$ cat config.mk
export PLATFORM = sky130hd
export DESIGN_NAME = uart_transmitter
export DESIGN_NICKNAME = d
export VERILOG_FILES = /design/src/rtl/uart_transmitter.sv
export SDC_FILE = /design/constraint.sdc
export NUM_CORES = 1
export LEC_CHECK = 0
export BUFFER_PORTS_ARGS = -buffer_cell sky130_fd_sc_hd__buf_2
export CELL_PAD_IN_SITES_DETAIL_PLACEMENT = 1
export CELL_PAD_IN_SITES_GLOBAL_PLACEMENT = 1
export CORE_MARGIN = 4
export CORE_UTILIZATION = 40
export CTS_CLUSTER_SIZE = 40
export DETAILED_ROUTE_END_ITERATION = 12
export GPL_TIMING_DRIVEN = 0
export PLACE_DENSITY_LB_ADDON = 0.25
export SYNTH_ARGS = -nofsm -noshare
export SYNTH_HDL_FRONTEND = slang
export SYNTH_SLANG_ARGS = --single-unit
$ cat constraint.sdc
create_clock -name i_clock -period 1.7 [get_ports i_clock]
set_input_delay 0.085 -clock i_clock [delete_from_list [all_inputs] [get_ports i_clock]]
set_output_delay 0.085 -clock i_clock [all_outputs]
set_load 0.02 [all_outputs]
$ cat src/rtl/uart_transmitter.sv
// UART transmitter: serialises one N_BITS word per request as start bit, data LSB first, stop period.
// Bit timing is driven by an external oversampling tick shared with the receiver.
module uart_transmitter #(
  parameter int unsigned N_BITS     = 8,
  parameter int unsigned N_TICKS    = 16,
  parameter int unsigned STOP_TICKS = 16
) (
  input  logic              i_clock,
  input  logic              i_reset,
  input  logic              i_tx_start,
  input  logic              i_s_tick,
  input  logic [N_BITS-1:0] i_din,
  output logic              o_tx,
  output logic              o_tx_done_tick,
  output logic              o_busy
);

  localparam int unsigned S_MAX = (N_TICKS > STOP_TICKS) ? N_TICKS : STOP_TICKS;
  localparam int unsigned S_W   = (S_MAX > 1) ? $clog2(S_MAX) : 1;
  localparam int unsigned N_W   = (N_BITS > 1) ? $clog2(N_BITS) : 1;

  localparam logic [S_W-1:0] S_BIT_LAST  = S_W'(N_TICKS - 1);
  localparam logic [S_W-1:0] S_STOP_LAST = S_W'(STOP_TICKS - 1);
  localparam logic [N_W-1:0] N_LAST      = N_W'(N_BITS - 1);

  typedef enum logic [3:0] {
    IDLE  = 4'b0001,
    START = 4'b0010,
    DATA  = 4'b0100,
    STOP  = 4'b1000
  } state_e;

  state_e              state_q, state_d;
  logic [S_W-1:0]      s_q, s_d;
  logic [N_W-1:0]      n_q, n_d;
  logic [N_BITS-1:0]   b_q, b_d;
  logic                tx_q, tx_d;
  logic                done_q, done_d;
  logic                busy_q, busy_d;

  always_comb begin
    state_d = state_q;
    s_d     = s_q;
    n_d     = n_q;
    b_d     = b_q;
    done_d  = 1'b0;

    case (state_q)
      IDLE: begin
        if (i_tx_start) begin
          b_d     = i_din;
          s_d     = '0;
          state_d = START;
        end
      end
      START: begin
        if (i_s_tick) begin
          if (s_q == S_BIT_LAST) begin
            s_d     = '0;
            n_d     = '0;
            state_d = DATA;
          end else begin
            s_d = s_q + S_W'(1);
          end
        end
      end
      DATA: begin
        if (i_s_tick) begin
          if (s_q == S_BIT_LAST) begin
            s_d = '0;
            b_d = b_q >> 1;
            if (n_q == N_LAST) begin
              state_d = STOP;
            end else begin
              n_d = n_q + N_W'(1);
            end
          end else begin
            s_d = s_q + S_W'(1);
          end
        end
      end
      STOP: begin
        if (i_s_tick) begin
          if (s_q == S_STOP_LAST) begin
            state_d = IDLE;
            done_d  = 1'b1;
          end else begin
            s_d = s_q + S_W'(1);
          end
        end
      end
      default: state_d = IDLE;
    endcase

    // Line level is derived from the next state so o_tx changes on the same edge as the state.
    case (state_d)
      START:   tx_d = 1'b0;
      DATA:    tx_d = b_d[0];
      default: tx_d = 1'b1;
    endcase

    busy_d = (state_d != IDLE);
  end

  always_ff @(posedge i_clock or posedge i_reset) begin
    if (i_reset) begin
      state_q <= IDLE;
      s_q     <= '0;
      n_q     <= '0;
      b_q     <= '0;
      tx_q    <= 1'b1;
      done_q  <= 1'b0;
      busy_q  <= 1'b0;
    end else begin
      state_q <= state_d;
      s_q     <= s_d;
      n_q     <= n_d;
      b_q     <= b_d;
      tx_q    <= tx_d;
      done_q  <= done_d;
      busy_q  <= busy_d;
    end
  end

  assign o_tx           = tx_q;
  assign o_tx_done_tick = done_q;
  assign o_busy         = busy_q;

endmodule

==> qor.yml <==
max_stage_delay_ps: 580
core_area_um2: 2830
synth-main-ff-cell: "dfrtp_1"
drv_cap: 0
synth_cell_types: 45
violations: "setup timing"
crit_path_end_kind: "flip-flop"
drt-total-wl_mm: 3.03
synth_edf_count: 0
clk_pin_slew_ps: 130
p_switching_w: 0.000650
min_period_ps: 1700
fillCellCount: 308
worstSetupPathType: "flip-flop to flip-flop"
area_delta_synth_final_pct: 23.3
startpoint_type: "flip-flop"
use_met2_pct: 26.0
fp.dieW_um: 63.1
grt_pass1_wl_mm: 4.77
crit_chain: "buf_6, or4b_4, nor2_4, o22ai_4, a22o_1"
routed_via_density: 5.77
synthTopCellsByArea: "dfrtp_1 (41%), a22o_1 (6.5%), dfstp_2 (4.3%)"
grt_pass1_vias: 1002
clock_sinks: 22
worst_pin_slew_ps: 851
max_freq_mhz: 587
hpwl_mm: 1.88
postSynthRegisterBits: 22
ys_async_sr_fraction_pct: 100
grt_overflow: 0
htree_levels: 1
synth_most_common_cell: "dfrtp_1"
p_int_w: 0.00129
diodes: 0
core.rowCount: 19
yosysSeqAreaShare_pct: 45.5
drt-initial-drc-count: 19
die_height_um: 63.1
peakVddDrop_mv: 0.527
antenna_found_initial: 0
total_power_w: 0.00194
cts_inserted_buffers: 3
post-route-util_pct: 53.0
power.combinational.fraction_pct: 37.0
grt_max_degree: 23
fin_ws_ps: -3.63
track_usage_pct: 15.5
port_buffers: 14
cp_slowest_cell: "or4b_4"
critPathMaxFanout: 9
crit_required_ps: 1930
slew_headroom_pct: 43.2
rsz0062_at_grt: "true"
pwr-share-clk_pct: 21.6
sw_frac_of_total_pct: 33.4
hold_path.class: "primary input to flip-flop"
p_seq_share_pct: 41.4
cp.arrival_ps: 1940
busiest_layer: "met2"
leakagePower_nw: 0.747
period_share_pct: 100
synth_area_um2: 1220
finalHoldViolCount: 0
clk_latency_ps: 330
first_pass_iters: 4
setup_viol_count_final: 1
drive_gt1_share_pct: 37.6
clock-root-buffer: "clkbuf_4"
wire_per_inst_um: 18.4
drc: 0
ys_top_cells_by_count: "dfrtp_1 (20), a22o_1 (9), inv_1 (8)"
use_met3_pct: 2.84
powerDensity_nw_per_um2: 1300
nNetsFinal: 149
num_vias: 947
synth_top_area_cell: "dfrtp_1"
die_area_um2: 3990
status: "finished, violations left"
netlist_instances: 105
io_pins: 15
synth.net_count: 120
yosysWarnings: 0
hold-worst-slack_ps: 42.7
use_met1_pct: 18.2
synth_top_area_share_pct: 41.2
clock_skew_ps: 5.01
synth.avg_cell_area_um2: 11.6
gp_congestion: 0.713
initial_core_util_pct: 43.0
clk_path_buf_depth: 2
drv_slew: 0
cts_tree: "yes"
antenna_left: 0
-- worst paths after layout --
path	endpoint	slack, ps	startpoint	cells past startpoint
worst max-delay path	b_q[7]	-4	state_q[3]	5
worst min-delay path	b_q[2]	40	i_din[2]	3
worst max register to register	b_q[7]	-4	state_q[3]	5
worst min register to register	b_q[6]	500	b_q[6]	1
max in group asynchronous	s_q[2]	700	i_reset	3
min in group asynchronous	b_q[6]	480	i_reset	3
-- power by group through the flow --
stage	Combinational [W]	Clock [W]	Sequential (W)
after floorplan	0.000403	0	0.000813
after global placement	0.000540	0	0.000802
after detailed placement	0.000556	0	0.000812
after CTS	0.000628	0.000436	0.000789
after global routing	0.000785	0.000467	0.000832
final	0.000720	0.000419	0.000805
-- metal layers --
metal	up-vias	wire, um
li1	452	-
met2	17	1630
met4	0	61
met3	5	80
met5	-	0
met1	473	1250
-- sequential cells by signal, indices dropped and copies added, names as in the netlist --
name            flops
b_q                 8
state_q             4
o_busy              1
o_tx_done_tick      1
n_q                 3
s_q                 4
o_tx                1
-- repair_timing --
action | 4_1_cts | 5_1_grt
pin swaps | 1 | 11
endpoints found under the hold margin | 21 | 0
buffers inserted | 3 | 6
endpoints found under the setup margin | 11 | 15
gates resized for setup | 1 | 10
hold buffers | 2 | 0
-- area by class of cell --
class | count | area, um^2 | share of cell area, %
clock buffers | 3 | 22.5 | 1.50
clock inverters | 1 | 30.0 | 2.00
plain buffers | 3 | 33.8 | 2.25
multi-input cells | 71 | 633 | 42.2
repair buffers | 25 | 158 | 10.5
flip-flops and latches | 22 | 553 | 36.9
inverters | 8 | 30.0 | 2.00
well taps | 31 | 38.8 | 2.59
-- cells by family (layout without fill, tap and decap cells) --
group,after synthesis,after routing,share of synthesized area [%]
xor gates and xnor gates,1,1,0.720
and+or+nand+nor,28,28,18.3
muxes,3,3,2.57
buffers and inverters,12,40,5.14
adders and majority gates,3,3,3.09
AOI/OAI and AO/OA,36,36,24.7
DFF,22,22,45.5
-- cells in the final DEF (no fill, tap or decap), types with 2 or more instances in the layout --
cell type | Yosys | routed
a22o_1 | 9 | 9
buf_4 | 0 | 9
clkbuf_4 | 0 | 3
and3_1 | 2 | 2
buf_2 | 2 | 14
o21ai_0 | 3 | 3
buf_6 | 2 | 3
nand3_1 | 3 | 3
nor2_1 | 4 | 3
nor2_4 | 2 | 2
dfstp_2 | 2 | 2
a21o_1 | 6 | 6
nand2_1 | 3 | 2
dfrtp_1 | 20 | 20
inv_1 | 8 | 8
mux2i_1 | 2 | 2
dlygate4sd3_1 | 0 | 2
o211ai_1 | 4 | 4
ha_1 | 3 | 2
-- worst max-delay path, delay by kind of cell, from the launching register on --
family / cells / cell delay [ps]
AO/OA/AOI/OAI: 2 / 330
buffers and inverters: 1 / 140
flip-flops: 1 / 400
AND/OR/NAND/NOR: 2 / 740
-- through the flow --
step	setup WS (ps)	cells	setup TNS (ps)	instance area (um^2)
floorplan	102	105	0	1220
global placement	-94.1	150	-674	1330
detailed placement	-112	150	-845	1330
CTS	2.36	159	0	1420
global route	-65.8	164	-608	1500
finish	-3.63	164	-3.63	1500
No activity file was read; power rests on OpenSTA's default activity.
